===== src/rtl/pwm_pkg.sv =====
// Shared types and default constants for the multi-channel PWM block.
package pwm_pkg;

  typedef enum logic {
    PWM_EDGE,
    PWM_CENTER
  } pwm_mode_e;

  localparam int PWM_PERIOD_DFLT   = 606;
  localparam int PWM_SCALE_DFLT    = 3;
  localparam int PWM_DUTY_MAX_DFLT = 200;

endpackage


===== src/rtl/pwm_channel.sv =====
// One PWM channel: saturating command scaler, pending/active double
// buffer latched at the period boundary, and edge/centre comparator.
module pwm_channel
  import pwm_pkg::*;
#(
  parameter int DUTY_W   = 8,
  parameter int CNT_W    = 10,
  parameter int PERIOD   = PWM_PERIOD_DFLT,
  parameter int SCALE    = PWM_SCALE_DFLT,
  parameter int DUTY_MAX = PWM_DUTY_MAX_DFLT
) (
  input  logic              clk,
  input  logic              rst,
  input  logic [CNT_W-1:0]  cnt,
  input  logic              boundary,
  input  pwm_mode_e         mode_q,
  input  logic [DUTY_W-1:0] duty,
  input  logic              duty_valid,
  input  logic              ch_en,
  input  logic              sat_clr,
  output logic              pwm,
  output logic              sat
);

  logic [CNT_W-1:0] pending;
  logic [CNT_W-1:0] active;
  logic [CNT_W-1:0] lo;
  logic [CNT_W-1:0] clip;
  logic [CNT_W-1:0] cmd;
  logic [CNT_W-1:0] lo_nxt;
  logic [CNT_W:0]   hi_end;
  logic             en_q;
  logic             over;
  logic             hit;

  assign over   = duty > DUTY_W'(DUTY_MAX);
  assign clip   = over ? CNT_W'(DUTY_MAX) : CNT_W'(duty);
  assign cmd    = clip * CNT_W'(SCALE);
  // Centre the high window; odd slack leaves the extra low cycle at the end.
  assign lo_nxt = (CNT_W'(PERIOD) - pending) >> 1;
  assign hi_end = {1'b0, lo} + {1'b0, active};

  always_comb begin
    hit = 1'b0;
    unique case (mode_q)
      PWM_EDGE:   hit = cnt < active;
      PWM_CENTER: hit = (cnt >= lo) && ({1'b0, cnt} < hi_end);
      default:    hit = 1'b0;
    endcase
  end

  always_ff @(posedge clk) begin
    if (rst) begin
      pending <= '0;
      active  <= '0;
      lo      <= '0;
      en_q    <= 1'b0;
      sat     <= 1'b0;
      pwm     <= 1'b0;
    end else begin
      if (duty_valid)
        pending <= cmd;
      if (boundary) begin
        active <= pending;
        lo     <= lo_nxt;
        en_q   <= ch_en;
      end
      if (duty_valid && over)
        sat <= 1'b1;
      else if (sat_clr)
        sat <= 1'b0;
      pwm <= en_q & hit;
    end
  end

endmodule


===== src/rtl/pwm_multi_speed.sv =====
// Multi-channel PWM: shared period counter, boundary decode and
// mode register driving NUM_CH independent duty channels.
module pwm_multi_speed
  import pwm_pkg::*;
#(
  parameter int NUM_CH   = 4,
  parameter int DUTY_W   = 8,
  parameter int CNT_W    = 10,
  parameter int PERIOD   = PWM_PERIOD_DFLT,
  parameter int SCALE    = PWM_SCALE_DFLT,
  parameter int DUTY_MAX = PWM_DUTY_MAX_DFLT
) (
  input  logic                     clk,
  input  logic                     rst,
  input  logic [NUM_CH*DUTY_W-1:0] duty_in,
  input  logic [NUM_CH-1:0]        duty_valid,
  input  logic [NUM_CH-1:0]        ch_en,
  input  logic                     mode_center,
  input  logic                     sat_clr,
  output logic [NUM_CH-1:0]        pwm_out,
  output logic                     period_start,
  output logic [NUM_CH-1:0]        duty_sat
);

  if (DUTY_MAX * SCALE > PERIOD) begin : g_bad_scale
    $error("DUTY_MAX*SCALE exceeds PERIOD");
  end
  if (PERIOD > 2 ** CNT_W) begin : g_bad_cnt
    $error("PERIOD does not fit in CNT_W");
  end

  logic [CNT_W-1:0] cnt;
  logic             boundary;
  pwm_mode_e        mode_q;

  assign boundary = cnt == CNT_W'(PERIOD - 1);

  always_ff @(posedge clk) begin
    if (rst) begin
      cnt          <= '0;
      mode_q       <= PWM_EDGE;
      period_start <= 1'b0;
    end else begin
      cnt          <= boundary ? '0 : cnt + CNT_W'(1);
      period_start <= cnt == '0;
      if (boundary)
        mode_q <= mode_center ? PWM_CENTER : PWM_EDGE;
    end
  end

  for (genvar g = 0; g < NUM_CH; g++) begin : g_ch
    pwm_channel #(
      .DUTY_W   (DUTY_W),
      .CNT_W    (CNT_W),
      .PERIOD   (PERIOD),
      .SCALE    (SCALE),
      .DUTY_MAX (DUTY_MAX)
    ) u_ch (
      .clk        (clk),
      .rst        (rst),
      .cnt        (cnt),
      .boundary   (boundary),
      .mode_q     (mode_q),
      .duty       (duty_in[g*DUTY_W +: DUTY_W]),
      .duty_valid (duty_valid[g]),
      .ch_en      (ch_en[g]),
      .sat_clr    (sat_clr),
      .pwm        (pwm_out[g]),
      .sat        (duty_sat[g])
    );
  end

endmodule


===== config.mk =====
export PLATFORM = sky130hd
export DESIGN_NAME = pwm_multi_speed
export DESIGN_NICKNAME = d
export VERILOG_FILES = /design/src/rtl/pwm_pkg.sv /design/src/rtl/pwm_channel.sv /design/src/rtl/pwm_multi_speed.sv
export SDC_FILE = /design/constraint.sdc
export NUM_CORES = 1
export LEC_CHECK = 0
export BUFFER_PORTS_ARGS = -buffer_cell sky130_fd_sc_hd__buf_2
export CAP_MARGIN = 20
export CORE_AREA = 2 2 144 146
export DETAILED_ROUTE_END_ITERATION = 16
export DIE_AREA = 0 0 146 148
export PLACE_DENSITY = 0.73
export SYNTH_ARGS = -nofsm -noshare
export SYNTH_HDL_FRONTEND = slang
export SYNTH_SLANG_ARGS = --single-unit

===== constraint.sdc =====
create_clock -name clk -period 2.9 [get_ports clk]
set_input_delay 0.145 -clock clk [delete_from_list [all_inputs] [get_ports clk]]
set_output_delay 0.145 -clock clk [all_outputs]
set_load 0.01 [all_outputs]

==> results of run 1 <==
[per-layer routing]
layer / vias to the layer above / global-route usage (%)
li1: 4833 / -
met1: 4238 / 29.6
met2: 144 / 39.8
met3: 38 / 4.17
met4: 0 / 7.52
met5: - / 0
[report_power, final]
part	switching, mW	leakage (nW)	internal [mW]
sequential	0.0996	1.14	1.99
clock	0.903	0.284	1.38
combinational	0.392	3.93	0.350
[tightest hold or removal path: cells and delay by family]
family	cells	cell delay (ns)
buf+inv	1	0.20
simple gates	1	0.09
compound gates	1	0.05
[path summary, 6_finish.rpt]
path | start | endpoint | slack (ns) | cells past startpoint
max | g_ch[2].u_ch.active[1] | g_ch[2].u_ch.pwm | 0.02 | 13
min | duty_valid[0] | g_ch[0].u_ch.pending[0] | 0.10 | 3
max reg2reg | g_ch[2].u_ch.active[1] | g_ch[2].u_ch.pwm | 0.02 | 13
min reg2reg | g_ch[2].u_ch.active[9] | g_ch[2].u_ch.active[9] | 0.47 | 2
[synthesized netlist by cell type, types with 13 or more instances]
cell type	count
nor2_1	103
mux2i_1	24
xor2_1	42
xnor2_1	45
ha_1	187
a211oi_1	38
and2_1	14
nand2b_1	17
inv_1	107
nand3_1	42
a21oi_1	144
nor3_1	15
buf_4	13
nand2_1	188
o21ai_0	47
a21o_1	21
clkbuf_1	30
dfxtp_1	140
[cell type report]
type                    instances  area share, %
clock buffers                  20           3.64
clock inverters                12           1.31
inverters                     107           3.27
multi-input cells            1055           61.3
flip-flops and latches        140           22.9
well taps                     270           2.75
repair buffers                 91           4.83
[state kept, by name, summed over array words and instances (netlist names)]
register / count
cnt: 10
g_ch.u_ch.active: 40
g_ch.u_ch.en_q: 4
g_ch.u_ch.lo: 36
g_ch.u_ch.pending: 40
g_ch.u_ch.pwm: 4
g_ch.u_ch.sat: 4
mode_q: 1
period_start: 1
[cells by family (layout without fill, tap and decap cells)]
logic type / count (synthesis) / count (layout) / synth area share, %
and+or+nand+nor: 423 / 423 / 17.1
AOI/OAI and AO/OA: 326 / 326 / 18.9
adders and majority gates: 195 / 195 / 22.9
buffers and inverters: 164 / 230 / 6.19
DFF: 140 / 140 / 25.7
xor gates and xnor gates: 87 / 87 / 6.98
muxes: 24 / 24 / 2.20
[per-stage QoR]
| step | setup slack (ns) | utilization (%) |
|---|---|---|
| floorplan | 0.172 | - |
| global placement | 0.0309 | 57.4 |
| detailed placement | -0.0461 | 57.4 |
| CTS | 0.0102 | 60.7 |
| global route | -0.0974 | 61.2 |
| finish | 0.0175 | 61.2 |
[timing repair]
item | 4_1_cts | 5_1_grt
endpoints found under the setup margin | 2 | 4
pin swaps | 1 | 27
resized for setup | 1 | 38
setup buffers | 0 | 3
hold buffers | 5 | 0
endpoints found under the hold margin | 5 | 0
==> summary.md, run 1 <==
| Metric | Value |
|---|---|
| Outcome | `completed` |
| GRT Residual Overflow | `0` |
| Register area | `2810 µm²` |
| Detailed Route WL | `roughly 24 mm` |
| Clk pin slew, worst setup/hold paths | `about 0.070 ns` |
| DRC | `0` |
| Total Nets Final | `around 1,700` |
| Synthesis warning total | `0` |
| Cts bufs inserted | `17` |
| Antenna violations before repair | `0` |
| H-tree Lvls | `4` |
| Syn_nets | `roughly 1,600` |
| Total number of vias | `between 9,000 and 10,000` |
| Worst Max-Slew Pin Slew | `0.884 ns` |
| Dpl cell area | `11,500 µm²` |
| Top post-synthesis cells by area | `dfxtp_1 26%, ha_1 21%, a21oi_1 6.6%, nand2_1 6.5%, inv_1 3.7%` |
| Die width | `about 150 µm` |
| CP cell instances | `ha_1 > a211oi_2 > o21bai_2 > a2111oi_4 > o21bai_1 > a21oi_2 > xnor2_1 > ha_1 > nand3_1 > o31ai_1 > o22ai_1 > o2111ai_1 > o311ai_1` |
| Max cap viols | `0` |
| Initial Util | `a little over half` |
| Post-DRT Antenna Nets | `0` |
| Clock tree buffer depth | `2` |
| Root Buffer Master | `clkbuf_16` |
| Ys async rst share | `0%` |
| Slowest stage delay, CP | `0.43 ns` |
| Vias in the first global route | `roughly 9,000` |
| Row count | `between 50 and 60` |
| Most common cell after layout, fill and taps aside | `nand2_1` |
| Max-slew violations | `0` |
| Max FO, Critical Path | `2` |
| Setup Skew | `0.00728 ns` |
| Synth cell types | `54` |
| DR WL/cell | `roughly 14 µm` |
| Most common cell on crit path | `ha_1` |
| Fin area | `between 10,000 and 15,000 µm²` |
| Synth top area share | `25.7%` |
| Clk_lat worst skew | `0.44 ns` |
| Share of cells above drive strength 1 | `10.5%` |
| Final Critical Period | `2.88 ns` |
| Fin. Hold Viols | `0` |
| Post-synthesis sequential area ratio | `~26%` |
| Met3 layer wire length in the routed design | `770 µm` |
| CP max stage cell | `a2111oi_4` |
| Ys flop type | `dfxtp_1` |
| CP startpoint kind | `flop` |
| CP Capture Type | `flop` |
| Synthesized instance count | `between 1,000 and 1,500` |
| Worst path required time | `roughly 3.2 ns` |
| Worst VDD drop | `~410 µV` |
| Die Area | `between 20,000 and 25,000 µm²` |
| Critical path arrival | `approximately 3.2 ns` |
| Top Metal Used | `met4` |
| DPL Wire Length | `18.0 mm` |
| Largest net degree at the start of global routing | `69` |
| Vias per Instance | `5.46` |
| Leak | `around 5.4 nW` |
| Core box area | `about 20,000 µm²` |
| P&R area growth vs syn | `12.5%` |
| First-pass GRT wire length | `41.6 mm` |
| Peak Freq | `around 0.35 GHz` |
| Synth Register Bits | `140` |
| Buf/Inv on CP | `0` |
| CTS Sinks | `140` |
| Metal-1 WL | `11.8 mm` |
| Syn Std Cell Area | `around 11,000 µm²` |
| Commonest cells after routing, fill and taps aside | `186 x nand2_1, 182 x ha_1, 140 x a21oi_1` |
| # diodes | `0` |
| CP top delay family | `compound AO/OA/AOI/OAI gates` |
| Slew headroom | `between 40% and 50%` |
| Port bufs | `52` |
| # IOs | `53` |
| Pwr dens | `~420 nW/µm²` |
| Fin crit share | `slightly below 100%` |
| Placed Instances | `1,655` |
| EDFF count, synth | `0` |
| Sum of negative setup slack | `0 ns` |
| Synthesized area per cell | `roughly 8.0 µm²` |
| Die Span Y | `approximately 150 µm` |
| WHS | `about 0.1 ns` |
| Drt first-iter violations | `around 500` |
| Fillers | `approximately 1,900` |
| Final Setup Violations | `0` |
| Leading area contributor after synthesis | `dfxtp_1` |
| Placer Congestion | `0.835` |
| CTS tree | `yes` |
| Post-layout total power | `5.12 mW` |
| Worst Setup Path Type | `flop to flop` |
| Hold Crit Class | `input pin to flop` |
| Met2 wire length | `roughly 11 mm` |
| Non-filler cells in the finished layout | `1,695` |
| DRT Pass-1 Iters | `4` |
| GRT Util Overall | `around 23%` |
| Multi-input logic area | `about 7500 µm²` |
(Power assumes the default switching activity.)
==> run 2, diff against run 1 <==
--- a/config.mk
+++ b/config.mk
@@ -5,12 +5,13 @@
 export SDC_FILE = /design/constraint.sdc
 export NUM_CORES = 1
 export LEC_CHECK = 0
+export ABC_AREA = 1
 export BUFFER_PORTS_ARGS = -buffer_cell sky130_fd_sc_hd__buf_2
 export CAP_MARGIN = 20
 export CORE_AREA = 2 2 144 146
 export DETAILED_ROUTE_END_ITERATION = 16
 export DIE_AREA = 0 0 146 148
-export PLACE_DENSITY = 0.73
+export PLACE_DENSITY = 0.75
 export SYNTH_ARGS = -nofsm -noshare
 export SYNTH_HDL_FRONTEND = slang
 export SYNTH_SLANG_ARGS = --single-unit
==> summary.md, run 2 <==
| Metric | Value |
|---|---|
| Die width | `146 µm (unchanged)` |
| Worst Max-Slew Pin Slew | `0.667 ns (-0.217 ns)` |
| Hold Crit Class | `input pin to flop` |
| Final Setup Violations | `0 (unchanged)` |
| FF-to-FF End | `g_ch[2].u_ch.pwm` |
| Post-synthesis sequential area ratio | `24.8% (-0.90 points)` |
| Setup slack after layout | `0.286 ns (+0.268 ns)` |
| Syn_nets | `1,869 (+17%)` |
| P&R area growth vs syn | `9.23%` |
| Leak | `6.26 nW (+17%)` |
| Clk_lat worst skew | `0.43 ns (about the same)` |
| Cts bufs inserted | `17 (unchanged)` |
| CP Capture Type | `flop` |
| Layout Utilization | `61.6% (+0.39 points)` |
| DRC | `0 (unchanged)` |
| Max-slew violations | `0 (unchanged)` |
| FF-to-FF path depth | `18 (+5)` |
| Row count | `52 (unchanged)` |
| Outcome | `completed` |
| Worst R2R Start | `g_ch[2].u_ch.lo[0]` |
| Largest net degree at the start of global routing | `58 (-16%)` |
| Placer Congestion | `0.873 (+4.5%)` |
| Vias in the first global route | `9,936 (+9.7%)` |
| Register area | `2800 µm² (-0.18%)` |
| Die Area | `21,600 µm² (unchanged)` |
| CP Capture Point | `g_ch[2].u_ch.pwm` |
| Port bufs | `52 (unchanged)` |
| Share of cells above drive strength 1 | `6.75% (-3.8 points)` |
| Leading area contributor after synthesis | `dfxtp_1` |
| Synthesized area per cell | `6.94 µm² (-14%)` |
| Worst Setup Path Type | `flop to flop` |
| Synth Register Bits | `140 (unchanged)` |
| Total number of vias | `10,542 (+14%)` |
| Worst VDD drop | `453 µV (+12%)` |
| # IOs | `53 (unchanged)` |
| Biggest regs | `g_ch.u_ch.active (40), g_ch.u_ch.pending (40), g_ch.u_ch.lo (36)` |
| Sum of negative setup slack | `0 ns (unchanged)` |
| Ys flop type | `dfxtp_1` |
| Syn Std Cell Area | `11,300 µm² (+3.6%)` |
| Drt first-iter violations | `648 (+30%)` |
| Die Span Y | `148 µm (unchanged)` |
| CTS Sinks | `140 (unchanged)` |
| First-pass GRT wire length | `46.6 mm (+12%)` |
| DRT Pass-1 Iters | `6 (+2)` |
| Fillers | `1,896 (+2.4%)` |
| Max cap viols | `0 (unchanged)` |
| Core box area | `20,000 µm² (unchanged)` |
| DR WL/cell | `14.2 µm (-1.6%)` |
| Critical path arrival | `2.97 ns (-0.23 ns)` |
| Initial Util | `56.4% (+2.0 points)` |
| Top post-synthesis cells by area | `dfxtp_1 25%, ha_1 21%, nand2_1 12%, inv_1 9.2%, a21oi_1 6.2%` |
| RSZ-0062 raised after global routing | `false` |
| Post-DRT Antenna Nets | `0 (unchanged)` |
| CP startpoint kind | `flop` |
| Fin. Hold Viols | `0 (unchanged)` |
| Peak Freq | `0.382 GHz (+10%)` |
| Clk pin slew, worst setup/hold paths | `0.06 ns (about the same)` |
| Vias per Instance | `5.38 (-1.4%)` |
| Synth top area share | `24.8% (-0.90 points)` |
| Synth cell types | `38 (-30%)` |
| Cell with the most instances after synthesis | `nand2_1` |
| H-tree Lvls | `4 (unchanged)` |
| Clock tree buffer depth | `2 (unchanged)` |
| Detailed Route WL | `27.8 mm (+14%)` |
| Max FO, Critical Path | `3 (+1)` |
| Synthesis warning total | `0 (unchanged)` |
| Worst path required time | `3.26 ns (+0.04 ns)` |
| Commonest cells after routing, fill and taps aside | `362 x nand2_1, 277 x inv_1, 187 x ha_1` |
| Synthesized instance count | `1,630 (+20%)` |
| DPL Wire Length | `21.0 mm (+17%)` |
| # diodes | `0 (unchanged)` |
| Worst slack, placed | `0.284 ns (+0.330 ns)` |
| Reg2Reg Setup Slack | `0.29 ns (+0.27 ns)` |
| Most common cell after layout, fill and taps aside | `nand2_1` |
| Multi-input logic area | `7180 µm² (-4.6%)` |
| GRT Residual Overflow | `0 (unchanged)` |
| Setup Skew | `0.00743 ns (+0.000146 ns)` |
| Fin crit share | `90.2% (-9.2 points)` |
| Antenna violations before repair | `0 (unchanged)` |
| Final Critical Period | `2.61 ns (-0.268 ns)` |
| Worst setup path start | `g_ch[2].u_ch.lo[0]` |
| Synth top cells by count | `362 x nand2_1, 277 x inv_1, 187 x ha_1` |
| EDFF count, synth | `0 (unchanged)` |
| Root Buffer Master | `clkbuf_16` |
| Pwr dens | `387 nW/µm² (-7.1%)` |
| Total Nets Final | `1,915 (+16%)` |
| CTS tree | `yes` |
| Ys async rst share | `0% (unchanged)` |
| Post-CTS Resized | `0 (-1)` |
| GRT Util Overall | `26.3% (+3.1 points)` |
| Slew headroom | `55.5% (+14 points)` |
[run 2: report_power, final]
group	leakage (nW)	internal (mW)	switching [mW]
clock network	0.263	1.15	0.815
registers	1.14	1.98	0.0526
logic	4.85	0.295	0.489
total	6.26	3.43	1.36
[run 2: worst min path at each step]
| stage | start | to | cells past startpoint |
|---|---|---|---|
| 2_1_floorplan | ch_en[0] | g_ch[0].u_ch.en_q | 2 |
| 3_3_place_gp | ch_en[2] | g_ch[2].u_ch.en_q | 3 |
| 3_5_place_dp | ch_en[2] | g_ch[2].u_ch.en_q | 3 |
| 4_1_cts | duty_in[0] | g_ch[0].u_ch.pending[0] | 3 |
| 5_1_grt | duty_in[16] | g_ch[2].u_ch.pending[0] | 3 |
| 6_report | duty_in[0] | g_ch[0].u_ch.pending[0] | 3 |
[run 2: per-layer routing]
metal / up-vias / part of all wire (%) / GRT usage, %
li1: 5415 / - / -
met1: 4831 / 47 / 34.3
met5: - / 0 / 0
met2: 256 / 47 / 45.5
met4: 0 / 1.9 / 7.96
met3: 40 / 4.6 / 3.36
[run 2: stage by stage]
step | area (µm²) | total power [mW] | cells | hold slack, ns
finish | 12400 | 4.78 | 1959 | 0.0152
floorplan | 11300 | 2.63 | 1630 | 0.255
global placement | 11700 | 2.82 | 1919 | 0.337
global route | 12400 | 5.00 | 1959 | 0.0256
detailed placement | 11700 | 2.84 | 1919 | 0.348
CTS | 12400 | 4.79 | 1959 | 0.00667
[run 2: critical path: stages, from the launching register on]
cell	delay [ns]
dfxtp_1	0.33
ha_1	0.23
fa_1	0.43
inv_1	0.10
nor2_1	0.05
nor2_1	0.16
inv_1	0.07
a31oi_1	0.18
xor2_1	0.20
ha_1	0.27
nand2_1	0.07
inv_1	0.03
nand2_1	0.05
nand2_1	0.04
nand2_1	0.05
nand2_1	0.05
nand2_1	0.05
nand2_1	0.04
a21oi_1	0.13
[run 2: area by class of cell]
class / count / share of cell area (%)
Clock buffer: 24 / 3.90
Clock inverter: 8 / 0.344
Timing Repair Buffer: 74 / 3.61
Sequential cell: 140 / 22.7
Tap cell: 270 / 2.74
Inverter: 282 / 8.57
Multi-Input combinational cell: 1161 / 58.2
[run 2: cell families after synthesis]
family / Yosys count / synth area share [%]
fa+ha+maj: 195 / 22.1
simple gates: 584 / 21.2
xor+xnor: 50 / 3.87
buf+inv: 329 / 11.7
flops: 140 / 24.8
compound gates: 332 / 16.4
[run 2: repair_timing]
item / in CTS / in global routing
setup buffers: 0 / 0
hold buffers: 8 / 0
hold endpoints to repair: 9 / 0
